<file path="src/rtl/lr35902_pkg.sv">
// lr35902_pkg: shared constants, state type and page helpers for the LR35902 OAM DMA
package lr35902_pkg;
  localparam int OAM_DMA_LEN = 160;
  localparam int OAM_DMA_START_DELAY = 4;
  localparam logic [7:0] ECHO_BASE = 8'hE0;
  localparam logic [7:0] ECHO_OFFSET = 8'h20;
  localparam logic [7:0] VRAM_PAGE_LO = 8'h80;
  localparam logic [7:0] VRAM_PAGE_HI = 8'h9F;
  typedef enum logic [1:0] {IDLE, DELAY, XFER} dma_state_e;
  function automatic logic [7:0] eff_page(input logic [7:0] page);
    return page >= ECHO_BASE ? page - ECHO_OFFSET : page;
  endfunction
  function automatic logic is_vram(input logic [7:0] page);
    return page >= VRAM_PAGE_LO && page <= VRAM_PAGE_HI;
  endfunction
endpackage

</file>
<file path="src/rtl/lr35902_oam_dma_if.sv">
// lr35902_oam_dma_if: register, source-read and OAM-write signals of the OAM DMA
interface lr35902_oam_dma_if;
  logic [7:0] reg_din;
  logic reg_write;
  logic [7:0] reg_dout;
  logic active;
  logic drv_ext;
  logic [15:0] adr_rd;
  logic read;
  logic [7:0] data_in;
  logic [7:0] adr_wr;
  logic write;
  logic [7:0] data_out;
  modport master(input reg_din, reg_write, data_in,
                 output reg_dout, active, drv_ext, adr_rd, read, adr_wr, write, data_out);
  modport slave(output reg_din, reg_write, data_in,
                input reg_dout, active, drv_ext, adr_rd, read, adr_wr, write, data_out);
endinterface

</file>
<file path="src/rtl/lr35902_dma_slot.sv">
// lr35902_dma_slot: 4-phase byte slot counter and byte index for the OAM DMA
module lr35902_dma_slot
  import lr35902_pkg::*;
#(
  parameter int LEN = OAM_DMA_LEN
) (
  input  logic       clk,
  input  logic       reset,
  input  logic       clr_i,
  input  logic       en_i,
  output logic [7:0] idx_o,
  output logic       rd_ph_o,
  output logic       cap_ph_o,
  output logic       wr_ph_o,
  output logic       last_o
);
  logic [1:0] ph_q, ph_d;
  logic [7:0] idx_q, idx_d;
  assign idx_o = idx_q;
  assign rd_ph_o = ph_q != 2'd3;
  assign cap_ph_o = ph_q == 2'd2;
  assign wr_ph_o = ph_q == 2'd3;
  assign last_o = wr_ph_o && idx_q == 8'(LEN - 1);
  // advance the phase every cycle; the index steps after the write phase and wraps after the last byte
  always_comb begin
    ph_d = clr_i ? 2'd0 : en_i ? ph_q + 2'd1 : ph_q;
    idx_d = clr_i || (en_i && last_o) ? 8'd0 : en_i && wr_ph_o ? idx_q + 8'd1 : idx_q;
  end
  // slot state register
  always_ff @(posedge clk or posedge reset) begin
    if (reset) begin
      ph_q <= 2'd0;
      idx_q <= 8'd0;
    end else begin
      ph_q <= ph_d;
      idx_q <= idx_d;
    end
  end
endmodule

</file>
<file path="src/rtl/lr35902_oam_dma.sv">
// lr35902_oam_dma: copies LEN bytes from a CPU-selected page into OAM after a write to FF46
module lr35902_oam_dma
  import lr35902_pkg::*;
#(
  parameter int START_DELAY = OAM_DMA_START_DELAY,
  parameter int LEN = OAM_DMA_LEN
) (
  input logic clk,
  input logic reset,
  lr35902_oam_dma_if.master bus
);
  dma_state_e state_q, state_d;
  logic [7:0] dly_q, dly_d, page_q, page_d, adr_wr_q, adr_wr_d, data_out_q, data_out_d;
  logic [15:0] adr_rd_q, adr_rd_d;
  logic reg_write_q, start, xfer, rd_en, wr_en, rd_ph, cap_ph, wr_ph, last;
  logic [7:0] idx, eff;
  assign start = bus.reg_write && !reg_write_q;
  assign xfer = state_q == XFER;
  assign eff = eff_page(page_q);
  assign rd_en = xfer && rd_ph;
  assign wr_en = xfer && wr_ph && !start;
  lr35902_dma_slot #(.LEN(LEN)) u_slot (
    .clk(clk),
    .reset(reset),
    .clr_i(start),
    .en_i(xfer),
    .idx_o(idx),
    .rd_ph_o(rd_ph),
    .cap_ph_o(cap_ph),
    .wr_ph_o(wr_ph),
    .last_o(last)
  );
  // a new start always re-enters DELAY; DELAY counts START_DELAY cycles; XFER ends after the last write phase
  always_comb begin
    state_d = state_q;
    dly_d = dly_q;
    if (start) begin
      state_d = DELAY;
      dly_d = 8'd0;
    end else if (state_q == DELAY) begin
      state_d = dly_q == 8'(START_DELAY - 1) ? XFER : DELAY;
      dly_d = dly_q + 8'd1;
    end else if (xfer && last) begin
      state_d = IDLE;
    end
  end
  // page latch and bus outputs that hold their last value while not transferring
  always_comb begin
    page_d = start ? bus.reg_din : page_q;
    adr_rd_d = rd_en ? {eff, idx} : adr_rd_q;
    adr_wr_d = wr_en ? idx : adr_wr_q;
    data_out_d = xfer && cap_ph ? bus.data_in : data_out_q;
  end
  // state and datapath registers
  always_ff @(posedge clk or posedge reset) begin
    if (reset) begin
      state_q <= IDLE;
      dly_q <= 8'd0;
      page_q <= 8'hFF;
      reg_write_q <= 1'b0;
      adr_rd_q <= 16'h0000;
      adr_wr_q <= 8'h00;
      data_out_q <= 8'h00;
    end else begin
      state_q <= state_d;
      dly_q <= dly_d;
      page_q <= page_d;
      reg_write_q <= bus.reg_write;
      adr_rd_q <= adr_rd_d;
      adr_wr_q <= adr_wr_d;
      data_out_q <= data_out_d;
    end
  end
  assign bus.reg_dout = page_q;
  assign bus.active = state_q != IDLE;
  assign bus.drv_ext = bus.active && !is_vram(eff);
  assign bus.adr_rd = adr_rd_d;
  assign bus.read = rd_en;
  assign bus.adr_wr = adr_wr_d;
  assign bus.write = wr_en;
  assign bus.data_out = data_out_q;
endmodule

</file>
<file path="src/flat_wrapper.sv">
// flat-port wrapper written by rule: the top's interface ports become plain ports
module lr35902_oam_dma_flat import lr35902_pkg::*;
#(
  parameter int START_DELAY = OAM_DMA_START_DELAY,
  parameter int LEN = OAM_DMA_LEN
)
  (clk, reset, bus_reg_din, bus_reg_write, bus_data_in, bus_reg_dout, bus_active, bus_drv_ext, bus_adr_rd, bus_read, bus_adr_wr, bus_write, bus_data_out);
  lr35902_oam_dma_if bus_i ();
  input logic clk;
  input logic reset;
  input wire logic [$bits(bus_i.reg_din)-1:0] bus_reg_din;
  input wire logic [$bits(bus_i.reg_write)-1:0] bus_reg_write;
  input wire logic [$bits(bus_i.data_in)-1:0] bus_data_in;
  output wire logic [$bits(bus_i.reg_dout)-1:0] bus_reg_dout;
  output wire logic [$bits(bus_i.active)-1:0] bus_active;
  output wire logic [$bits(bus_i.drv_ext)-1:0] bus_drv_ext;
  output wire logic [$bits(bus_i.adr_rd)-1:0] bus_adr_rd;
  output wire logic [$bits(bus_i.read)-1:0] bus_read;
  output wire logic [$bits(bus_i.adr_wr)-1:0] bus_adr_wr;
  output wire logic [$bits(bus_i.write)-1:0] bus_write;
  output wire logic [$bits(bus_i.data_out)-1:0] bus_data_out;
  assign bus_i.reg_din = bus_reg_din;
  assign bus_i.reg_write = bus_reg_write;
  assign bus_i.data_in = bus_data_in;
  assign bus_reg_dout = bus_i.reg_dout;
  assign bus_active = bus_i.active;
  assign bus_drv_ext = bus_i.drv_ext;
  assign bus_adr_rd = bus_i.adr_rd;
  assign bus_read = bus_i.read;
  assign bus_adr_wr = bus_i.adr_wr;
  assign bus_write = bus_i.write;
  assign bus_data_out = bus_i.data_out;
  lr35902_oam_dma #(.START_DELAY(START_DELAY), .LEN(LEN)) u_core (.clk(clk), .reset(reset), .bus(bus_i));
endmodule
</file>
<file path="config.mk">
export PLATFORM = sky130hd
export DESIGN_NAME = lr35902_oam_dma_flat
export DESIGN_NICKNAME = d
export VERILOG_FILES = /design/src/rtl/lr35902_pkg.sv /design/src/rtl/lr35902_oam_dma_if.sv /design/src/rtl/lr35902_dma_slot.sv /design/src/rtl/lr35902_oam_dma.sv /design/src/flat_wrapper.sv
export SDC_FILE = /design/constraint.sdc
export NUM_CORES = 1
export LEC_CHECK = 0
export BUFFER_PORTS_ARGS = -buffer_cell sky130_fd_sc_hd__buf_2
export CORE_ASPECT_RATIO = 0.5
export CORE_MARGIN = 2
export CORE_UTILIZATION = 35
export DETAILED_ROUTE_END_ITERATION = 10
export PLACE_DENSITY = 0.58
export SYNTH_ARGS = -nofsm -noshare
export SYNTH_HDL_FRONTEND = slang
export SYNTH_SLANG_ARGS = --single-unit
export TNS_END_PERCENT = 1
</file>
<file path="constraint.sdc">
create_clock -name clk -period 2.3 [get_ports clk]
set_input_delay 0.46 -clock clk [delete_from_list [all_inputs] [get_ports clk]]
set_output_delay 0.46 -clock clk [all_outputs]
set_load 0.005 [all_outputs]
</file>
==> summary.txt, run 1 <==
Run status
  • Status: finished with violations
  • Violated checks: setup timing

STA
  • Fin worst setup slack: -0.0307 ns
  • Final count of hold timing violations: 0
  • Total negative setup slack: -0.219 ns
  • Period utilisation layout: 101%
  • Rel. slew slack: 61.0%
  • Fmax achieved: 429 MHz
  • Max Slew Vio Count: 0
  • Final worst path period need: about 2.3 ns
  • Worst Skew: 0.00703 ns
  • Final setup viols: 8
  • Hold_ws: 0.195 ns
  • RSZ-0062 raised after global routing: true
  • Worst-Margin Slew: between 0.5 and 0.6 ns

Critical path
  • Crit. End Element: output port
  • Worst Path Max Fanout: 10
  • Crit-path slowest cell: dfrtp_1
  • Critical-path cell list: ha_4 -> nor3b_4 -> buf_6 -> buf_12 -> mux2_2 -> buf_2
  • Delay-heaviest family, CP: buffers and inverters
  • CP arrival: approximately 1.9 ns
  • WP buf/inv: 3
  • CP peak stage delay: 0.41 ns
  • Setup CP Type: flop to output port
  • Crit start category: flop
  • Worst EP required: about 1.8 ns

Synth
  • Post-Synthesis Cells: approximately 230
  • Yosys warns: 0
  • Post-synth EDFFs: 0
  • Syn Std Cell Area: ~2800 um^2
  • Syn avg cell area: 11.9 um^2
  • FF+latch count, synth: 61
  • Ys async rst share: 100%
  • Register area share after synthesis: 55.5%
  • Most common flop cell mapped by yosys: dfrtp_1
  • Syn_nets: 257
  • Synth unique cells: 41

Route
  • Routed wire per std cell: 14.9 um
  • Avg Vias per Cell: 4.91
  • Antenna Nets Post-Route: 0
  • Vias: slightly above 2000
  • Post-route DRC: 0
  • 1st-iter DRT viols: a little under 100
  • Total Wirelength: 6280 um
  • DRT Pass-1 Iters: 4

Layout
  • Fillers: about 710
  • Fraction of layout cells with a size suffix above 1: 44.3%
  • Non-filler cells, final: 422
  • Area Growth Syn to Fin: 34.1%
  • Inserted Diodes: 0
  • Final Net Count: around 330

Global route
  • Vias in the first global route: about 2100
  • Met2 Track Usage GR: 27.2%
  • Gr busiest metal: met2
  • GRT Overall Usage: ~16%
  • Antenna violations before repair: 0
  • Met3 Use GR: 5.46%
  • Remaining Overflow, GRT: 0
  • First-pass GRT wire length: 10300 um
  • Largest net degree at the start of global routing: 27
  • Met1 GRT Util: a little under a fifth

Die
  • Die area: 8670 um^2
  • Row count: 22
  • Die height: 66.9 um
  • Initial core utilization: 36.9%
  • Core Area: 7490 um^2
  • Die X-Extent: 130 um
  • IO Pins: 63

Placement
  • Post-placement setup slack: 0.150 ns
  • GPL Wtd Cong: 0.782
  • Post-Place Cells: about 400
  • Hpwl dp: approximately 4300 um
  • Port bufs: 62

Clocking
  • H-tree lvl count: 3
  • Clock-pin slew on the worst setup and hold paths: approximately 0.050 ns
  • CTS buffer count: 9
  • Root buf cell: clkbuf_16
  • Worst-Skew Late Latency: around 0.33 ns
  • CTS tree: done
  • Clock sink total: approximately 60
  • Clk buf depth: 2

Power
  • Cell Pwr Density: 1000 nW/um^2
  • Tot Pwr: 0.00373 W
  • Max IR drop VDD: 0.495 mV
  • Lkg Pwr: 1.76 nW

Flow run
  • Max_cap viols: 0

Min path
  • Hold WC Path Type: input pin to asynchronous set/reset pin
-- power breakdown --
group / switching, W / internal, W / total, W
clock network: 0.000460 / 0.000841 / 0.00130
logic: 0.000417 / 0.000517 / 0.000934
registers: 0.000171 / 0.00132 / 0.00149
-- flip-flops by register name, summed over array words and instances (netlist names) --
name,count
u_core.bus.reg_dout,8
u_core.u_slot.ph_q,2
u_core.bus.data_out,8
u_core.reg_write_q,1
u_core.u_slot.idx_o,8
u_core.state_q,2
u_core.dly_q,8
u_core.adr_wr_q,8
u_core.adr_rd_q,16
-- synthesized netlist by cell type, types with 2 or more instances --
cell,count,area (um^2)
a21o_1,2,15.0
a21oi_1,13,65.1
buf_4,3,22.5
buf_6,2,22.5
clkbuf_8,2,27.5
dfrtp_1,53,1330
dfstp_2,8,210
ha_1,5,62.6
inv_1,11,41.3
mux2_2,30,338
nand2_1,28,105
nand2b_1,2,12.5
nand3_1,7,35.0
nand3b_1,2,15.0
nand3b_4,2,40.0
nand4_1,2,12.5
nand4b_1,3,26.3
nor2_1,7,26.3
nor2b_1,3,18.8
nor3_1,2,10.0
nor4_1,2,12.5
nor4b_1,2,17.5
o2111ai_1,2,17.5
o21ai_0,10,50.1
o31ai_1,5,37.5
or3_1,5,31.3
or4_1,4,30.0
xnor2_1,2,17.5
xor2_1,2,17.5
-- worst paths after layout --
kind	slack [ns]	cells after the start	to	from
worst max-delay path	-0.03	6	bus_adr_rd[11]	u_core.u_slot.ph_q[0]$_DFFE_PP0P_
worst min-delay path	0.19	2	u_core.adr_wr_q[7]$_DFF_PP0_	reset
worst max register to register	0.47	4	u_core.bus.data_out[6]$_DFFE_PP0P_	u_core.state_q[0]$_DFFE_PP0P_
worst min register to register	0.46	2	u_core.bus.reg_dout[4]$_DFFE_PP1P_	u_core.bus.reg_dout[4]$_DFFE_PP1P_
max in group asynchronous	1.41	3	u_core.bus.reg_dout[6]$_DFFE_PP1P_	reset
min in group clk	0.28	1	u_core.reg_write_q$_DFF_PP0_	bus_reg_write
-- logic make-up (layout without fill, tap and decap cells) --
family,count (synthesis),after routing,synth area share (%)
and+or+nand+nor,75,75,16.0
DFF,61,61,55.5
AOI/OAI and AO/OA,36,36,7.82
muxes,31,31,12.6
buffers and inverters,21,102,4.57
adders and majority gates,5,5,2.26
xor gates and xnor gates,4,4,1.27
-- cells in the final DEF (no fill, tap or decap), drive strengths merged, types with 3 or more instances in the layout --
cell and n:
buf 75, dfrtp 53, mux2 30, nand2 28
a21oi 13, clkbuf 13, inv 11, o21ai 10
dfstp 8, nor2 8, nand3 7, o31ai 5
or3 5, ha 5, or4 4, nand3b 4
nand4b 3, nor2b 3, nand4 3
-- area by class of cell --
| cell class | count | area (um^2) | share of cell area [%] |
|---|---|---|---|
| repair buffers | 75 | 513 | 13.8 |
| inverters | 11 | 41.3 | 1.11 |
| clock buffers | 13 | 280 | 7.55 |
| multi-input cells | 151 | 1190 | 32.0 |
| flip-flops and latches | 61 | 1540 | 41.4 |
| clock inverters | 3 | 17.5 | 0.472 |
| well taps | 108 | 135 | 3.64 |
-- through the flow --
| step | util (%) | instance area (um^2) |
|---|---|---|
| 2_1_floorplan | - | 2770 |
| 3_3_place_gp | 42.8 | 3200 |
| 3_5_place_dp | 42.8 | 3200 |
| 4_1_cts | 48.4 | 3630 |
| 5_1_grt | 49.6 | 3710 |
| 6_report | 49.6 | 3710 |
-- metal layers --
metal | share of wire, % | vias to the layer above
li1 | - | 983
met1 | 47 | 1037
met2 | 48 | 42
met3 | 3.9 | 11
met4 | 1.7 | 0
met5 | 0 | -
-- what timing repair did --
item,4_1_cts,5_1_grt
gates resized for setup,7,21
hold endpoints to repair,0,0
gates cloned,1,0
buffers inserted,6,0
setup endpoints to repair,24,24
hold buffers,0,0
pin swaps,3,2
Power figures use the tool's default switching activity.
==> inputs of run 2 (changes only) <==
--- a/config.mk
+++ b/config.mk
@@ -11,6 +11,7 @@
 export CORE_UTILIZATION = 35
 export DETAILED_ROUTE_END_ITERATION = 10
 export PLACE_DENSITY = 0.58
+export REMOVE_ABC_BUFFERS = 1
 export SYNTH_ARGS = -nofsm -noshare
 export SYNTH_HDL_FRONTEND = slang
 export SYNTH_SLANG_ARGS = --single-unit
==> run 2 against run 1 <==
Register-to-register slack improved by 0.12 ns. Non-clock buffer count rose by 7. Die area did not move. Clock skew fell by 0.0015 ns. The flow still finishes with violations (setup timing).
==> summary.txt, run 2 (synthesized netlist as in run 1, its figures left out) <==
Global route
  • GRT Overall Usage: 15.2% (-0.91 points)
  • Antenna violations before repair: 0 (unchanged)
  • Largest net degree at the start of global routing: 62 (+130%)
  • Remaining Overflow, GRT: 0 (unchanged)
  • Vias in the first global route: 2040 (-4.5%)
  • First-pass GRT wire length: 9820 um (-4.4%)

STA
  • Final worst path period need: 2.33 ns (+0.00104 ns)
  • RSZ-0062 raised after global routing: true
  • Rel. slew slack: 69.5% (+8.5 points)
  • Final count of hold timing violations: 0 (unchanged)
  • Fin worst setup slack: -0.0318 ns (-0.00105 ns)
  • Hold_ws: 0.185 ns (-0.0102 ns)
  • Worst Skew: 0.00549 ns (-0.00154 ns)
  • Total negative setup slack: -0.357 ns (-0.138 ns)
  • Fmax achieved: 429 MHz (about the same)
  • Period utilisation layout: 101% (about the same)
  • Max Slew Vio Count: 0 (unchanged)
  • Worst-Margin Slew: 0.451 ns (-0.134 ns)
  • Final setup viols: 14 (+6)

Route
  • WL met3: 225 um (-8.5%)
  • Post-route DRC: 0 (unchanged)
  • Avg Vias per Cell: 4.81 (-2.0%)
  • Metal-1 WL: 2890 um (-1.6%)
  • 1st-iter DRT viols: 171 (+73%)
  • DRT Pass-1 Iters: 4 (unchanged)
  • Antenna Nets Post-Route: 0 (unchanged)
  • Uppermost routed layer: met4
  • Total Wirelength: 6250 um (-0.53%)
  • Met2 Routed Length: 3020 um (+1.2%)
  • Vias: 2065 (-0.39%)
  • Routed wire per std cell: 14.6 um (-2.1%)

Layout
  • Fillers: 672 (-5.5%)
  • Sequential Area: 1540 um^2 (+0.16%)
  • Final Net Count: 340 (+2.1%)
  • Inserted Diodes: 0 (unchanged)
  • Fraction of layout cells with a size suffix above 1: 46.1% (+1.8 points)
  • Multi-input gate area: 1220 um^2 (+3.0%)
  • Commonest non-fill, non-tap cells in the layout: 50 x dfrtp_1, 40 x buf_2, 28 x nand2_1
  • Most flops, register: u_core.adr_rd_q
  • Non-filler cells, final: 429 (+1.7%)
  • Area Growth Syn to Fin: 41.2%
  • Most common cell after layout, fill and taps aside: dfrtp_1
  • Max reg flops: 16 (unchanged)

Critical path
  • Crit start category: flop
  • Crit. End Element: output port
  • Critical-path cell list: ha_4 -> nor3b_4 -> buf_6 -> buf_6 -> mux2_4 -> buf_6
  • Crit-path slowest cell: dfrtp_2
  • Worst Path Max Fanout: 4 (-6)
  • Most common cell on crit path: buf_6
  • Setup CP Type: flop to output port
  • CP arrival: 1.87 ns (about the same)
  • Worst EP required: 1.84 ns (about the same)
  • CP peak stage delay: 0.43 ns (+0.02 ns)

Clocking
  • Hold Buf Count CTS: 0 (unchanged)
  • Clk buf depth: 2 (unchanged)
  • CTS tree: done
  • CTS buffer count: 9 (unchanged)
  • Worst-Skew Late Latency: 0.32 ns (about the same)
  • H-tree lvl count: 3 (unchanged)
  • Clock sink total: 61 (unchanged)
  • Root buf cell: clkbuf_16
  • Clock-pin slew on the worst setup and hold paths: 0.05 ns (about the same)

Run status
  • Violated checks: setup timing
  • Status: finished with violations

Placement
  • Port bufs: 62 (unchanged)
  • GPL Wtd Cong: 0.738 (-5.6%)
  • Post-Place Cells: 400 (+0.25%)
  • Hpwl dp: 3920 um (-8.9%)

Power
  • Lkg Pwr: 1.83 nW (+3.8%)
  • Max IR drop VDD: 0.414 mV (-16%)
  • Tot Pwr: 0.00392 W (+5.1%)
  • Cell Pwr Density: 1000 nW/um^2 (-0.14%)

Min path
  • Hold WC Path Type: input pin to asynchronous set/reset pin

Die
  • Core Area: 7490 um^2 (unchanged)
  • Die X-Extent: 130 um (unchanged)
  • Die area: 8670 um^2 (unchanged)
  • IO Pins: 63 (unchanged)
  • Row count: 22 (unchanged)
  • Die height: 66.9 um (unchanged)
  • Initial core utilization: 36.9% (unchanged)

Flow run
  • Max_cap viols: 0 (unchanged)
-- run 2: cell type report --
type	count	area share, %
flip-flops and latches	61	39.4
clock inverters	5	1.28
clock buffers	11	6.22
repair buffers	82	17.3
well taps	108	3.46
multi-input cells	151	31.3
inverters	11	1.06
-- run 2: metal layers --
layer	vias up	track usage [%]
met5	-	0
met4	0	7.26
met3	15	5.70
met2	39	23.6
met1	1016	18.9
li1	995	-
-- run 2: report_power, final --
part           switching, W  internal, W  total [W]
Sequential         0.000170      0.00132    0.00149
Clock              0.000444     0.000858    0.00130
Combinational      0.000452     0.000668    0.00112
Total               0.00107      0.00285    0.00392
-- run 2: critical path: cells and delay by family (launching register included) --
| kind | cells | cell delay (ns) |
|---|---|---|
| buf+inv | 3 | 0.38 |
| fa+ha+maj | 1 | 0.19 |
| flops | 1 | 0.43 |
| mux | 1 | 0.31 |
| simple gates | 1 | 0.23 |
-- run 2: path summary, 6_finish.rpt --
check / start / endpoint / slack, ns / depth (start not counted)
worst max-delay path: u_core.u_slot.ph_q[0]$_DFFE_PP0P_ / bus_adr_rd[10] / -0.03 / 6
worst min-delay path: reset / u_core.dly_q[5]$_DFFE_PP0P_ / 0.18 / 3
worst max register to register: u_core.state_q[1]$_DFFE_PP0P_ / u_core.bus.data_out[4]$_DFFE_PP0P_ / 0.59 / 5
worst min register to register: u_core.bus.reg_dout[1]$_DFFE_PP1P_ / u_core.bus.reg_dout[1]$_DFFE_PP1P_ / 0.46 / 2
max in group asynchronous: reset / u_core.bus.reg_dout[7]$_DFFE_PP1P_ / 1.80 / 3
min in group clk: bus_reg_write / u_core.reg_write_q$_DFF_PP0_ / 0.27 / 1
-- run 2: repair_timing --
| item | CTS | global route |
|---|---|---|
| cloned | 1 | 0 |
| setup endpoints to repair | 24 | 24 |
| setup buffers | 8 | 4 |
| resized for setup | 31 | 33 |
| pin swaps | 3 | 3 |
-- run 2: stage by stage --
step | utilization (%) | setup WS, ns | area (um^2)
after global placement | 42.7 | 0.218 | 3200
after global routing | 52.2 | -0.0867 | 3910
final | 52.2 | -0.0318 | 3910
after floorplan | - | -0.713 | 2680
after detailed placement | 42.7 | 0.164 | 3200
after CTS | 49.8 | -0.0528 | 3730
==> inputs of run 3 (changes only) <==
--- a/config.mk
+++ b/config.mk
@@ -12,6 +12,8 @@
 export DETAILED_ROUTE_END_ITERATION = 10
 export PLACE_DENSITY = 0.58
 export REMOVE_ABC_BUFFERS = 1
+export SKIP_CTS_REPAIR_TIMING = 1
+export SLEW_MARGIN = 0
 export SYNTH_ARGS = -nofsm -noshare
 export SYNTH_HDL_FRONTEND = slang
 export SYNTH_SLANG_ARGS = --single-unit
==> constraint.sdc (replaced) <==
create_clock -name clk -period 2.75 [get_ports clk]
set_input_delay 0.55 -clock clk [delete_from_list [all_inputs] [get_ports clk]]
set_output_delay 0.55 -clock clk [all_outputs]
set_load 0.005 [all_outputs]
==> run 3 against run 2 <==
The flow now finishes without violations. Worst setup slack gained 0.15 ns. Sequential share of layout area is 4.3 points higher. Combinational power down 41%. Global-route usage shrank 1.0 points. Core utilization shrank 5.2 points. Wire length down 9.2%. Sequential power decreased by 15%. Critical path depth decreased by 1. Hold slack improved by 0.17 ns. Clock power barely moved. Critical path type unchanged. Largest cell class unchanged.
==> summary.txt, run 3 (synthesized netlist as in run 1, its figures left out) <==
Run status
  • Status: finished, final reports clean

Critical path
  • Crit-path slowest cell: dfrtp_1
  • Worst Path Max Fanout: 11 (+7)
  • Worst EP required: 2.20 ns (+0.36 ns)
  • Setup CP Type: flop to output port
  • Crit. End Element: output port
  • Crit start category: flop
  • WP buf/inv: 1 (-2)
  • CP peak stage delay: 0.39 ns (-0.04 ns)
  • Critical-path cell list: ha_1 -> nand3b_4 -> nor2_4 -> mux2_2 -> buf_2
  • CP arrival: 2.08 ns (+0.21 ns)
  • Delay-heaviest family, CP: simple AND/OR/NAND/NOR gates

Die
  • Row count: 22 (unchanged)
  • IO Pins: 63 (unchanged)
  • Die area: 8670 um^2 (unchanged)
  • Die height: 66.9 um (unchanged)
  • Initial core utilization: 36.9% (unchanged)
  • Core Area: 7490 um^2 (unchanged)
  • Die X-Extent: 130 um (unchanged)

Clocking
  • Clk buf depth: 2 (unchanged)
  • H-tree lvl count: 3 (unchanged)
  • Worst-Skew Late Latency: 0.33 ns (about the same)
  • Clock-pin slew on the worst setup and hold paths: 0.05 ns (about the same)
  • CTS buffer count: 9 (unchanged)
  • Clock sink total: 61 (unchanged)
  • CTS tree: done
  • Root buf cell: clkbuf_16

STA
  • Worst-Margin Slew: 0.752 ns (+0.301 ns)
  • Worst Skew: 0.00596 ns (+0.000471 ns)
  • Rel. slew slack: 49.9% (-20 points)
  • Final count of hold timing violations: 0 (unchanged)
  • RSZ-0062 raised after global routing: false
  • Fin worst setup slack: 0.117 ns (+0.149 ns)
  • Final setup viols: 0 (-14)
  • Period utilisation layout: 95.8%
  • Max Slew Vio Count: 0 (unchanged)
  • Final worst path period need: between 2 and 3 ns
  • Fmax achieved: 380 MHz

Min path
  • Hold WC Path Type: input pin to flop

Route
  • Antenna Nets Post-Route: 0 (unchanged)
  • Routed wire per std cell: 13.7 um (-5.7%)
  • Total Wirelength: 5670 um (-9.2%)
  • Avg Vias per Cell: 4.75 (-1.3%)
  • 1st-iter DRT viols: 116 (-32%)
  • DRT Pass-1 Iters: 4 (unchanged)
  • Vias: 1963 (-4.9%)
  • Post-route DRC: 0 (unchanged)

Power
  • Clock power frac: 40.5% (+7.2 points)
  • Cell Pwr Density: 915 nW/um^2 (-8.8%)
  • Max IR drop VDD: 0.374 mV (-9.7%)
  • Net Switching: 0.000845 W (-21%)
  • Int Pwr: 0.00237 W (-17%)
  • Part of the power in combinational logic: 20.5% (-8.1 points)
  • Tot Pwr: 0.00321 W (-18%)
  • Seq pwr share: 39.0% (+0.9 points)
  • Lkg Pwr: 1.70 nW (-7.1%)
  • Switch share: 26.3% (-0.94 points)

Layout
  • Area Growth Syn to Fin: 27.0%
  • Most flops, register: u_core.adr_rd_q
  • Inserted Diodes: 0 (unchanged)
  • Fraction of layout cells with a size suffix above 1: 41.3% (-4.8 points)
  • Max reg flops: 16 (unchanged)
  • Most common cell after layout, fill and taps aside: buf_2
  • Final Net Count: 324 (-4.7%)
  • Commonest non-fill, non-tap cells in the layout: 62 x buf_2, 53 x dfrtp_1, 30 x mux2_2

Global route
  • GRT Overall Usage: 14.2% (-1.0 points)
  • First-pass GRT wire length: 9250 um (-5.8%)
  • Largest net degree at the start of global routing: 62 (unchanged)
  • Antenna violations before repair: 0 (unchanged)
  • Vias in the first global route: 2008 (-1.6%)
  • Remaining Overflow, GRT: 0 (unchanged)

Flow run
  • Max_cap viols: 0 (unchanged)

Placement
  • Hpwl dp: 3890 um (-0.70%)
  • GPL Wtd Cong: 0.744 (+0.81%)
  • Post-placement setup slack: 0.462 ns (+0.298 ns)
  • Port bufs: 62 (unchanged)
==> run 3: power groups by stage <==
stage          clock (W)  combinational [W]  sequential [W]
2_1_floorplan          0           0.000407         0.00124
3_3_place_gp           0           0.000653         0.00125
3_5_place_dp           0           0.000669         0.00127
4_1_cts          0.00133           0.000675         0.00126
5_1_grt          0.00138           0.000742         0.00128
6_report         0.00130           0.000659         0.00126
==> run 3: cell type report <==
cell class | count | area, um^2
Fill cell | 699 | 3970
Tap cell | 108 | 135
Sequential cell | 61 | 1540
Clock buffer | 11 | 243
Inverter | 11 | 41.3
Multi-Input combinational cell | 151 | 1110
Timing Repair Buffer | 66 | 340
Clock inverter | 5 | 106
==> run 3: path summary, 6_finish.rpt <==
check                      slack (ns)  depth (start not counted)                            endpoint                          startpoint
max reg2reg                      0.89                          3  u_core.bus.data_out[4]$_DFFE_PP0P_       u_core.state_q[1]$_DFFE_PP0P_
min                              0.35                          1        u_core.reg_write_q$_DFF_PP0_                       bus_reg_write
min reg2reg                      0.46                          2  u_core.bus.reg_dout[4]$_DFFE_PP1P_  u_core.bus.reg_dout[4]$_DFFE_PP1P_
min in group asynchronous        0.44                          3  u_core.bus.data_out[2]$_DFFE_PP0P_                               reset
max in group asynchronous        1.82                          3  u_core.u_slot.idx_o[2]$_DFFE_PP0P_                               reset
max                              0.12                          5                       bus_adr_wr[6]   u_core.u_slot.ph_q[0]$_DFFE_PP0P_
==> run 3: per-layer routing <==
| layer | wire length (um) | track usage [%] |
|---|---|---|
| met3 | 204 | 5.86 |
| met2 | 2760 | 22.1 |
| met1 | 2630 | 17.3 |
| met4 | 73 | 6.99 |
| met5 | 0 | 0 |
==> run 3: per-stage QoR <==
step | utilization [%] | cells | hold slack, ns | TNS (ns) | instance area [um^2]
after CTS | 46.9 | 413 | 0.345 | 0 | 3510
after detailed placement | 42.3 | 397 | 0.456 | 0 | 3160
after floorplan | - | 223 | 0.454 | -5.37 | 2680
after global placement | 42.3 | 397 | 0.451 | 0 | 3160
after global routing | 46.9 | 413 | 0.345 | 0 | 3510
final | 46.9 | 413 | 0.354 | 0 | 3510
